`src/rtl/program_memory_pkg.sv`:
```
// program_memory_pkg
// Shared definitions for the PicoBlaze program memory loader:
//   - loader_state_t : sequencer states (IDLE, LOAD, RELEASE)
//   - DEFAULT_*      : default memory geometry and CPU release delay
package program_memory_pkg;

  localparam int DEFAULT_ADDR_WIDTH     = 10;
  localparam int DEFAULT_DATA_WIDTH     = 18;
  localparam int DEFAULT_RELEASE_CYCLES = 2;

  typedef enum logic [1:0] {
    IDLE    = 2'd0,
    LOAD    = 2'd1,
    RELEASE = 2'd2
  } loader_state_t;

endpackage

```
`src/rtl/program_memory_loader.sv`:
```
// program_memory_loader
// Owns the PicoBlaze program memory port. In IDLE the CPU fetch address is
// passed straight to the synchronous-read instruction memory. A load request
// holds the CPU in reset, streams host words into consecutive addresses from
// 0, then keeps the CPU in reset for RELEASE_CYCLES more cycles so it restarts
// cleanly at address 0.
//
// Ports:
//   clk, reset_n          clock, asynchronous active-low reset
//   load_start/length     load request (sampled in IDLE), word count 1..2^AW
//   load_abort            ends a load early (sampled in LOAD)
//   s_valid/s_data/s_ready host word stream (valid/ready handshake)
//   cpu_address           PicoBlaze fetch address
//   cpu_instruction       instruction to the CPU (= mem_read_data)
//   cpu_reset             active-high reset to the PicoBlaze
//   mem_address, mem_write_enable, mem_write_data, mem_read_data
//                         external program memory port
//   busy                  high in LOAD and RELEASE
//   done                  pulse when a complete load has been released
//   error                 pulse after a load request with an illegal length
//   checksum              XOR of the words written by the current/last load
module program_memory_loader
  import program_memory_pkg::*;
#(
  parameter int ADDR_WIDTH     = DEFAULT_ADDR_WIDTH,
  parameter int DATA_WIDTH     = DEFAULT_DATA_WIDTH,
  parameter int RELEASE_CYCLES = DEFAULT_RELEASE_CYCLES
) (
  input  logic                  clk,
  input  logic                  reset_n,
  input  logic                  load_start,
  input  logic [ADDR_WIDTH:0]   load_length,
  input  logic                  load_abort,
  input  logic                  s_valid,
  input  logic [DATA_WIDTH-1:0] s_data,
  output logic                  s_ready,
  input  logic [ADDR_WIDTH-1:0] cpu_address,
  output logic [DATA_WIDTH-1:0] cpu_instruction,
  output logic                  cpu_reset,
  output logic [ADDR_WIDTH-1:0] mem_address,
  output logic                  mem_write_enable,
  output logic [DATA_WIDTH-1:0] mem_write_data,
  input  logic [DATA_WIDTH-1:0] mem_read_data,
  output logic                  busy,
  output logic                  done,
  output logic                  error,
  output logic [DATA_WIDTH-1:0] checksum
);

  localparam int COUNT_WIDTH = (RELEASE_CYCLES < 1) ? 1 : $clog2(RELEASE_CYCLES + 1);
  localparam logic [COUNT_WIDTH-1:0] RELEASE_INIT = COUNT_WIDTH'(RELEASE_CYCLES);
  localparam logic [COUNT_WIDTH-1:0] COUNT_ONE    = COUNT_WIDTH'(1);
  localparam logic [ADDR_WIDTH:0]    WORD_ONE     = (ADDR_WIDTH + 1)'(1);
  // Largest legal length: a full memory, 2^ADDR_WIDTH words.
  localparam logic [ADDR_WIDTH:0]    MAX_LENGTH   = {1'b1, {ADDR_WIDTH{1'b0}}};

  loader_state_t          state;
  logic [ADDR_WIDTH:0]    word_count;
  logic [ADDR_WIDTH:0]    last_index;
  logic [COUNT_WIDTH-1:0] release_count;
  // Set only when a load finishes with its last word (no abort). Gating done
  // on this flag, rather than on the absence of an abort, keeps the boot
  // release that follows reset from producing a done pulse.
  logic                   load_complete;
  logic                   handshake;
  logic                   length_legal;

  // s_ready is a registered copy of (state == LOAD), so it also selects the
  // loader's address. The write is combinational on the handshake so a word
  // lands in memory on the same edge that accepts it: zero bubbles.
  assign handshake        = s_ready & s_valid;
  assign mem_write_enable = handshake;
  assign mem_write_data   = s_data;
  assign mem_address      = s_ready ? word_count[ADDR_WIDTH-1:0] : cpu_address;
  assign cpu_instruction  = mem_read_data;
  assign length_legal     = (load_length != '0) && (load_length <= MAX_LENGTH);

  always_ff @(posedge clk or negedge reset_n) begin
    if (!reset_n) begin
      // Reset enters RELEASE so the CPU boots through the normal release path.
      state         <= RELEASE;
      release_count <= RELEASE_INIT;
      cpu_reset     <= 1'b1;
      busy          <= 1'b1;
      s_ready       <= 1'b0;
      done          <= 1'b0;
      error         <= 1'b0;
      checksum      <= '0;
      word_count    <= '0;
      last_index    <= '0;
      load_complete <= 1'b0;
    end else begin
      done  <= 1'b0;
      error <= 1'b0;
      case (state)
        IDLE: begin
          if (load_start) begin
            if (length_legal) begin
              state      <= LOAD;
              word_count <= '0;
              checksum   <= '0;
              last_index <= load_length - WORD_ONE;
              cpu_reset  <= 1'b1;
              busy       <= 1'b1;
              s_ready    <= 1'b1;
            end else begin
              error <= 1'b1;
            end
          end
        end

        LOAD: begin
          if (handshake) begin
            checksum   <= checksum ^ s_data;
            word_count <= word_count + WORD_ONE;
          end
          // An abort still lets a same-cycle handshake write; it only
          // suppresses the done pulse.
          if (load_abort || (handshake && (word_count == last_index))) begin
            state         <= RELEASE;
            s_ready       <= 1'b0;
            release_count <= RELEASE_INIT;
            load_complete <= ~load_abort;
          end
        end

        RELEASE: begin
          if (release_count <= COUNT_ONE) begin
            state         <= IDLE;
            cpu_reset     <= 1'b0;
            busy          <= 1'b0;
            done          <= load_complete;
            load_complete <= 1'b0;
          end else begin
            release_count <= release_count - COUNT_ONE;
          end
        end

        default: begin
          // Unreachable encoding: recover through a clean CPU release.
          state         <= RELEASE;
          release_count <= RELEASE_INIT;
          cpu_reset     <= 1'b1;
          busy          <= 1'b1;
          s_ready       <= 1'b0;
          load_complete <= 1'b0;
        end
      endcase
    end
  end

endmodule
```
`config.mk`:
```
export PLATFORM = sky130hd
export DESIGN_NAME = program_memory_loader
export DESIGN_NICKNAME = d
export VERILOG_FILES = /design/src/rtl/program_memory_pkg.sv /design/src/rtl/program_memory_loader.sv
export SDC_FILE = /design/constraint.sdc
export NUM_CORES = 1
export LEC_CHECK = 0
export ABC_AREA = 1
export BUFFER_PORTS_ARGS = -buffer_cell sky130_fd_sc_hd__buf_2
export CORE_ASPECT_RATIO = 1.5
export CORE_MARGIN = 4
export CORE_UTILIZATION = 49
export DETAILED_ROUTE_END_ITERATION = 10
export PLACE_DENSITY = 0.83
export REMOVE_ABC_BUFFERS = 1
export SLEW_MARGIN = 20
export SYNTH_ARGS = -nofsm -noshare
export SYNTH_HDL_FRONTEND = slang
export SYNTH_SLANG_ARGS = --single-unit
```
`constraint.sdc`:
```
create_clock -name clk -period 1.82 [get_ports clk]
set_clock_uncertainty 0.1 [all_clocks]
set_input_delay 0.182 -clock clk [delete_from_list [all_inputs] [get_ports clk]]
set_output_delay 0.182 -clock clk [all_outputs]
set_load 0.02 [all_outputs]
```
# Yosys cells after proc, flatten, opt, wreduce, memory -nomap -nowiden
# Cells that the tools add are included.
# word_totals
regBits,49
latchBits,0
ram_bits,0
mem_bits_ro,0
inputBits,62
output_inout_bits,70
wordCells,72
mem_count,0
# classes
addsub,3
mul,0
div,0
n_lt_le_gt_ge,2
eq_ne,9
shift,0
mux,29
n_bitwise,6
n_reduce_logical,13
# op_table
cell,n
2-to-1 mux 18 bit,3
one-hot mux 18 bit (2 select lines),1
2-to-1 mux 11 bit,3
one-hot mux 11 bit (2 select lines),1
bitwise XOR 18 bit,1
AND reduction 4 bit,4
"!= test 2 bit, second input constant",6
one-hot mux 2 bit (3 select lines),2
"adder 11 x 1 -> 11 bit, second input constant",1
equality test 11 bit,1
"less-or-equal comparator 11 bit, second input constant",1
nonzero test 11 bit,1
"subtractor 11 x 1 -> 11 bit, second input constant",1
2-to-1 mux 1 bit,10
2-to-1 mux 10 bit,1
2-to-1 mux 2 bit,5
one-hot mux 1 bit (3 select lines),3
AND reduction 3 bit,3
NOT 1 bit,4
"equality test 2 x 1 -> 1 bit, second input constant",1
"equality test 2 bit, second input constant",1
"less-or-equal comparator 2 x 1 -> 1 bit, second input constant",1
logical AND 1 bit,2
zero test 2 bit,1
4 further kinds,4

# Depth between registers and ports, before layout
# Gate-level depths: netlist (run 1).
# depth
word_depth,5
depth_mapped,11
depth_no_buf,11

# Worst setup path after synthesis (run 1)
# OpenSTA, ideal clock, no wires.
# synth_timing
path_type,reg2reg
startpoint,reg s_ready
endpoint,reg release_count[0]
setup_ps,117
arrival_time_ps,1335
required_time_ps,1603
path_slack_ps,268
path_stages_with_launch,10
path_buffers,0
period_less_slack_ps,1552
cell_sequence,dfrtp_1 -> nand2_1 -> a21oi_1 -> nand2_1 -> nor2_1 -> nand2_1 -> nand2_1 -> nand3_1 -> nand2_1 -> nand2_1
# synth_via
elab_chain_len,5
# synth_rtl
element,line_no,text
start: declaration,program_memory_loader.sv:36,"output logic s_ready,"
start signal: assignment,program_memory_loader.sv:85,s_ready <= 1'b0;
start signal: assignment,program_memory_loader.sv:105,s_ready <= 1'b1;
start signal: assignment,program_memory_loader.sv:121,s_ready <= 1'b0;
bitwise AND 1 bit,program_memory_loader.sv:71,assign handshake = s_ready & s_valid;
logical AND 1 bit,program_memory_loader.sv:119,if (load_abort || (handshake && (word_count == last_index))) begin
logical OR 1 bit,program_memory_loader.sv:119,
!= test 2 bit (no line),--,
AND reduction 3 bit (no line),--,
end signal: assignment,program_memory_loader.sv:135,release_count <= release_count - COUNT_ONE;
end: declaration,program_memory_loader.sv:60,logic [COUNT_WIDTH-1:0] release_count;
# Every way passes these cells.
# A chain may end at the register's enable or synchronous reset.

# Worst setup path after layout (run 1)
# layout_timing
startpoint,reg word_count[4]
endpoint,reg release_count[0]
# layout_via
elab_chain_len,5
# layout_rtl
element,line_no,text
start: declaration,program_memory_loader.sv:58,logic [ADDR_WIDTH:0] word_count;
start signal: assignment,program_memory_loader.sv:115,word_count <= word_count + WORD_ONE;
equality test 11 bit,program_memory_loader.sv:119,
logical AND 1 bit,program_memory_loader.sv:119,
logical OR 1 bit,program_memory_loader.sv:119,
!= test 2 bit (no line),--,
AND reduction 3 bit (no line),--,
# Every way passes these cells.

==> qor.yml, run 1 <==
min_path:
  hp-class: "in2reg"
  holdPathEnd: "error$_DFF_PN0_"
  timing.hold.worst_path_depth: 3
  hp-start: "load_start"
sta:
  final_min_period_over_clock_period: 0.931
  worst_rel_slew_slack: 0.755
  hold-worst-slack_ns: 0.0103
  report.final.setup_viol: 0
  final_period_minus_worst_setup_slack_ns: 1.69
  final_hold_viol_count: 0
  max_freq_ghz: 0.590
  max_slew.worst_pin.slew_ns: 0.365
  timing_max_transition_violations_final: 0
setup_path:
  worstSetupEndpointType: "register"
  r2r-end: "release_count[0]$_DFFE_PN0P_"
  timing.critical_path.buf_inv: 1
  crit_start: "word_count[4]$_DFFE_PN0P_"
  path_cells: "inv_1 -> nand2_1 -> nand2_1 -> nor2_1 -> nand2_1 -> nor2_1 -> nand2_1 -> nand2_2 -> nand3_1 -> nand2_1 -> nand2_1"
  worst_path_top_cell_family_by_delay: "simple AND/OR/NAND/NOR gates"
  rr_startpoint: "word_count[4]$_DFFE_PN0P_"
  ff2ff_setup_slack_ns: 0.13
  start_kind: "register"
  worst_path_most_repeated_cell: "sky130_fd_sc_hd__nand2_1"
  rr_worst_depth: 11
  criticalPathCategory: "reg2reg"
  slowest_delay_ns: 0.43
  crit_fanout: 7
  arr_time_crit_path_ns: 1.80
  critPathRequiredTime_ns: 1.92
  crit_path_top_delay_cell: "sky130_fd_sc_hd__dfrtp_1"
drt:
  firstDrtPassIters: 4
  num_vias: 2700
  route.detailed.drc: 0
  first_iter_violations: 101
  number_of_vias_per_cell_after_detailed_routing: 4.87
  wire_per_inst_um: 12.8
  final_antenna_net_count: 0
  drt-total-wl_um: 7080
finish:
  fin_nets: 545
  drive_above_1_share: 0.277
  synthToLayoutAreaGrowth_pct: 13.5
  final_util: 0.582
  regArea_um2: 1230
  fillerInstances: 583
  antenna-diode-count: 0
  multiInputGateArea_um2: 1380
placed_design:
  routabilityCongestion: 0.852
  place_hpwl_um: 5340
  port_buffer_count: 95
synthesis:
  synth.top_cell.area_share: 0.361
  post-synth-top-area-cell: "sky130_fd_sc_hd__dfrtp_1"
  synth_cell_types: 29
  synth_area_leaders: "sky130_fd_sc_hd__dfrtp_1 36%, sky130_fd_sc_hd__nand2_1 11%, sky130_fd_sc_hd__buf_4 9.4%"
  ys.warnings.count: 0
  synthesis.instances: 417
  synth.avg_cell_area_um2: 7.65
  syn_area_um2: 3190
  number_of_synthesized_flops_with_an_enable_pin: 0
  ys_seq_elements: 49
  yosysMostFrequentCell: "sky130_fd_sc_hd__nand2_1"
  synth_top_flop_cell: "sky130_fd_sc_hd__dfrtp_1"
  post_synth_most_frequent_cells: "97 x sky130_fd_sc_hd__nand2_1, 59 x sky130_fd_sc_hd__inv_1, 46 x sky130_fd_sc_hd__dfrtp_1"
  synth_seq_area_share: 0.386
  async_flop_share: 1.00
cts:
  clk_transition_reported_paths_ns: 0.09
  cts_tree: "done"
  post_cts.repair.setup_buffers: 0
  cts.root.buffer_cell: "sky130_fd_sc_hd__clkbuf_8"
  number_of_buffers_created_by_cts: 5
  cts_num_sinks: 49
  worst_skew_pair.late_latency_ns: 0.30
  h_tree_depth: 2
  clockBufferDepth: 2
global_routing:
  grt_first_pass_wirelength_um: 11700
  vias_in_the_first_global_route: 2655
  grt_start_max_net_pins: 50
  globalRouteTotalUtil: 0.189
  overflow: 0
  grt_antenna_before_repair: 0
floorplanning:
  die_extent_in_y_um: 107
  floorplan.core_area_um2: 6220
  floorplan.initialDensity: 0.513
  die-area_um2: 7890
  pin_count: 132
  chipWidth_um: 73.9
  placement_rows: 35
power:
  total_leakage_power_nw: 2.04
  max-vdd-ir-drop_mv: 0.745
  fin_total_pwr_mw: 4.37
  cellPowerDensity_nw_per_um2: 1210
job:
  drv_cap: 0
run_status:
  outcome: "complete, no violations"
-- power breakdown --
group          switching (mW)  total (mW)  leakage, nW  internal (mW)
Sequential              0.194        1.61        0.649           1.42
Combinational            1.24        1.94         1.33          0.707
Clock                   0.370       0.817       0.0574          0.447
-- cell families (layout without fill, tap and decap cells) --
family                   Yosys count  count (layout)  share of synthesized area
AO/OA/AOI/OAI                     31              31                     0.0506
XOR/XNOR                          27              27                     0.0741
adder cells (fa/ha/maj)            4               4                     0.0157
buffers and inverters            109             172                      0.184
flip-flops                        49              49                      0.386
AND/OR/NAND/NOR                  197             197                      0.290
-- final cells by class --
| class | count | area share |
|---|---|---|
| Tap cell | 74 | 0.0256 |
| Sequential cell | 49 | 0.340 |
| Clock inverter | 2 | 0.0104 |
| Multi-Input combinational cell | 259 | 0.380 |
| Timing Repair Buffer | 101 | 0.155 |
| Clock buffer | 6 | 0.0228 |
| Inverter | 63 | 0.0660 |
-- per-layer routing --
metal,global-route usage,part of all wire,wire (um),vias up
met5,0.0222,0,0,-
met4,0.0712,0.022,153,0
met3,0.0525,0.081,576,12
met2,0.318,0.50,3510,106
met1,0.224,0.40,2840,1231
li1,-,-,-,1351
-- worst max-delay path by stage --
| stage | slack [ns] | cells past startpoint | end |
|---|---|---|---|
| floorplan | -0.34 | 6 | checksum[11]$_DFFE_PN0P_ |
| global placement | 0.15 | 11 | checksum[17]$_DFFE_PN0P_ |
| detailed placement | 0.1 | 11 | release_count[0]$_DFFE_PN0P_ |
| CTS | 0.04 | 11 | release_count[0]$_DFFE_PN0P_ |
| global route | -0.005 | 11 | release_count[0]$_DFFE_PN0P_ |
| finish | 0.13 | 11 | release_count[0]$_DFFE_PN0P_ |
-- tightest hold or removal path, cell delays in order --
cell	delay, ns
sky130_fd_sc_hd__buf_2	0.11
sky130_fd_sc_hd__nand2_1	0.06
sky130_fd_sc_hd__nor2_1	0.04
-- what timing repair did --
item / 4_1_cts / 5_1_grt
endpoints found under the setup margin: 0 / 5
endpoints found under the hold margin: 46 / 0
gates resized for setup: 0 / 1
hold buffers: 1 / 0
-- through the flow --
stage | setup TNS (ns) | setup slack [ns] | cell area (um^2) | cells
floorplan | -6.94 | -0.342 | 2840 | 371
global placement | 0 | 0.151 | 3490 | 545
detailed placement | 0 | 0.0968 | 3490 | 545
CTS | 0 | 0.0440 | 3620 | 554
global route | -0.00463 | -0.00463 | 3620 | 554
finish | 0 | 0.126 | 3620 | 554
-- cell usage in the layout, fill, tap and decap left out, types with 2 or more instances in the layout --
cell type / instances
sky130_fd_sc_hd__clkbuf_8: 6
sky130_fd_sc_hd__nand3_1: 20
sky130_fd_sc_hd__dfstp_2: 3
sky130_fd_sc_hd__buf_12: 3
sky130_fd_sc_hd__nand3_2: 7
sky130_fd_sc_hd__buf_2: 95
sky130_fd_sc_hd__buf_4: 2
sky130_fd_sc_hd__ha_1: 4
sky130_fd_sc_hd__nand2_2: 2
sky130_fd_sc_hd__nor3_1: 4
sky130_fd_sc_hd__nand2_1: 96
sky130_fd_sc_hd__inv_1: 59
sky130_fd_sc_hd__nor2_4: 3
sky130_fd_sc_hd__o21ai_0: 17
sky130_fd_sc_hd__or2_2: 3
sky130_fd_sc_hd__xor2_1: 22
sky130_fd_sc_hd__xnor2_1: 5
sky130_fd_sc_hd__a21oi_1: 13
sky130_fd_sc_hd__or2_1: 16
sky130_fd_sc_hd__nor2_1: 36
sky130_fd_sc_hd__inv_2: 3
sky130_fd_sc_hd__nand4_1: 6
sky130_fd_sc_hd__dfrtp_1: 46
-- state kept, by name, summed over array words and instances, names as in the netlist --
name and flops:
done 1, s_ready 1, load_complete 1, last_index 11, release_count 2, error 1
state 2, checksum 18, busy 1, word_count 11
(Power assumes the default switching activity.)
==> run 2, diff against run 1 <==
- ABC_AREA: 1 -> 0
- CORE_UTILIZATION: 49 -> 48
==> qor.yml, run 2 <==
global_routing:
  vias_in_the_first_global_route: 2346
  grt_antenna_before_repair: 0
  globalRouteTotalUtil: 0.179
  grt_start_max_net_pins: 28
  overflow: 0
  grt_first_pass_wirelength_um: 10800
power:
  fin_total_pwr_mw: 4.69
  seqPwrFrac: 0.390
  total_leakage_power_nw: 1.74
  cellPowerDensity_nw_per_um2: 1330
  clock_power_share: 0.134
  combPwrFrac: 0.476
  p_int_mw: 2.77
  max-vdd-ir-drop_mv: 0.473
  p_sw_frac: 0.410
  net_load_switching_power_mw: 1.93
finish:
  layout.cells.most_common: "sky130_fd_sc_hd__buf_2"
  largest_register_ff_count: 18
  fillerInstances: 544
  antenna-diode-count: 0
  synthToLayoutAreaGrowth_pct: 17.7
  post-route-cell-area_um2: 3520
  registers.top_by_ff_count: "checksum"
  top_regs: "checksum: 18 flops, last_index: 11 flops, word_count: 11 flops"
  drive_above_1_share: 0.408
  final_cell_count_no_fill: 454
  most-common-layout-cells: "95 x sky130_fd_sc_hd__buf_2, 46 x sky130_fd_sc_hd__dfrtp_1, 29 x sky130_fd_sc_hd__nor2_1, 28 x sky130_fd_sc_hd__nand2_1, 26 x sky130_fd_sc_hd__xor2_1"
  fin_nets: 445
placed_design:
  postPlaceCellArea_um2: 3410
  port_buffer_count: 95
  place_hpwl_um: 5470
  placed_cells: 444
  routabilityCongestion: 0.796
setup_path:
  start_kind: "primary input"
  critPathRequiredTime_ns: 1.91
  worst_path_most_repeated_cell: "sky130_fd_sc_hd__or4_4"
  arr_time_crit_path_ns: 2.00
  worstSetupEndpointType: "register"
  path_cells: "buf_2 -> or4_4 -> or4_4 -> and3b_1 -> buf_12 -> mux2_4"
  slowest_delay_ns: 0.55
  worst_path_top_cell_family_by_delay: "simple AND/OR/NAND/NOR gates"
  timing.critical_path.buf_inv: 2
  crit_fanout: 16
  criticalPathCategory: "in2reg"
  crit_path_top_delay_cell: "sky130_fd_sc_hd__or4_4"
cts:
  worst_skew_pair.late_latency_ns: 0.31
  number_of_buffers_created_by_cts: 5
  cts_num_sinks: 49
  clockBufferDepth: 2
  cts.root.buffer_cell: "sky130_fd_sc_hd__clkbuf_8"
  cts_tree: "done"
  h_tree_depth: 2
  clk_transition_reported_paths_ns: 0.08
synthesis:
  post_synth_fa_ha_maj_area_fraction: 0.0167
  number_of_synthesized_flops_with_an_enable_pin: 0
  synthesis.instances: 301
  synth-xor-area-share: 0.135
  post_synth_most_frequent_cells: "46 x sky130_fd_sc_hd__dfrtp_1, 38 x sky130_fd_sc_hd__buf_4, 32 x sky130_fd_sc_hd__nor2_1"
  synth_compound_gate_area_share: 0.0514
  synth_top_family_by_area: "simple AND/OR/NAND/NOR gates"
  synth.mux.area_fraction: 0.0862
  yosysMostFrequentCell: "sky130_fd_sc_hd__dfrtp_1"
  synth_cell_types: 46
  post_synth_simple_gate_area: 0.164
  synth.avg_cell_area_um2: 9.94
  synth_seq_area_share: 0.411
  syn_area_um2: 2990
  synth_area_leaders: "sky130_fd_sc_hd__dfrtp_1 38%, sky130_fd_sc_hd__buf_4 9.5%, sky130_fd_sc_hd__xor2_1 7.6%"
  post-synth-top-area-cell: "sky130_fd_sc_hd__dfrtp_1"
  synth_top_flop_cell: "sky130_fd_sc_hd__dfrtp_1"
  async_flop_share: 1.00
  synth.top_cell.area_share: 0.385
  ys.warnings.count: 0
  ys_seq_elements: 49
sta:
  hold-worst-slack_ns: 0.0542
  max_slew.worst_pin.slew_ns: 0.520
  worst_rel_slew_slack: 0.653
  final_hold_viol_count: 0
  totalNegativeSetupSlack_ns: -0.983
  report.final.setup_viol: 35
  max_freq_ghz: 0.523
  final_min_period_over_clock_period: 1.05
  final_period_minus_worst_setup_slack_ns: 1.91
  setup_repair_after_global_routing_missed_its_margin: "yes"
  timing_max_transition_violations_final: 0
  final_critical_path_setup_slack_ns: -0.0906
drt:
  final_antenna_net_count: 0
  drt-total-wl_um: 6710
  wire_per_inst_um: 14.8
  firstDrtPassIters: 4
  route.detailed.drc: 0
  first_iter_violations: 117
  number_of_vias_per_cell_after_detailed_routing: 5.28
  num_vias: 2397
floorplanning:
  pin_count: 132
  placement_rows: 35
  floorplan.core_area_um2: 6090
  chipWidth_um: 72.5
  floorplan.initialDensity: 0.491
  die_extent_in_y_um: 105
  die-area_um2: 7590
job:
  drv_cap: 0
run_status:
  outcome: "finished with violations"
  failed_checks: "negative setup slack"
min_path:
  hp-class: "in2reg"
[run 2: path summary, 6_finish.rpt]
path | from | to | slack (ns) | cells past startpoint
setup reg to reg | state[1]$_DFFE_PN1P_ | last_index[3]$_DFFE_PN0P_ | 0.10 | 5
setup / recovery | load_length[7] | last_index[9]$_DFFE_PN0P_ | -0.09 | 6
hold / removal | load_start | error$_DFF_PN0_ | 0.05 | 3
min in group asynchronous | reset_n | checksum[7]$_DFFE_PN0P_ | 0.28 | 2
max in group asynchronous | reset_n | last_index[10]$_DFFE_PN0P_ | 0.74 | 3
hold reg to reg | release_count[1]$_DFFE_PN1P_ | release_count[1]$_DFFE_PN1P_ | 0.41 | 2
[run 2: power by group through the flow]
stage	clock network, mW	registers (mW)	logic (mW)
2_1_floorplan	0	2.13	1.09
3_3_place_gp	0	1.83	2.14
3_5_place_dp	0	1.86	2.22
4_1_cts	0.652	1.83	2.24
5_1_grt	0.684	1.89	2.43
6_report	0.628	1.83	2.23
[run 2: timing repair]
action / in CTS / in global routing
hold endpoints to repair: 20 / 0
hold buffers: 2 / 0
setup buffers: 0 / 0
endpoints found under the setup margin: 32 / 40
gates resized for setup: 0 / 3
[run 2: cell families after synthesis]
logic type | after synthesis
DFF | 49
adders and majority gates | 4
AOI/OAI and AO/OA | 21
muxes | 21
and+or+nand+nor | 98
xor gates and xnor gates | 46
buffers and inverters | 62
[run 2: stage by stage]
stage               setup WS, ns   util
floorplan                 -0.871      -
global placement          -0.377  0.560
detailed placement        -0.417  0.560
CTS                      -0.0893  0.577
finish                   -0.0906  0.578
global route              -0.115  0.578
[run 2: layout make-up]
| class | instances | area, um^2 | share of cell area |
|---|---|---|---|
| sequential | 49 | 1230 | 0.349 |
| tap | 74 | 92.6 | 0.0263 |
| multi-input combinational | 190 | 1360 | 0.387 |
| clock inverter | 2 | 15.0 | 0.00426 |
| timing repair buffer | 122 | 708 | 0.201 |
| inverter | 11 | 41.3 | 0.0117 |
| clock buffer | 6 | 72.6 | 0.0206 |
[run 2: worst register-to-register path, cell delays in order, from the launching register on]
cell                      delay (ns)
sky130_fd_sc_hd__dfstp_2        0.41
sky130_fd_sc_hd__nor2_1         0.20
sky130_fd_sc_hd__nand2_1        0.11
sky130_fd_sc_hd__and3b_1        0.27
sky130_fd_sc_hd__buf_12         0.17
sky130_fd_sc_hd__mux2_2         0.34
[run 2: metal layers]
layer	GRT usage	up-vias	wire [um]
li1	-	1134	-
met1	0.210	1138	2490
met2	0.301	110	3430
met3	0.0472	15	602
met4	0.0792	0	183
met5	0	-	0
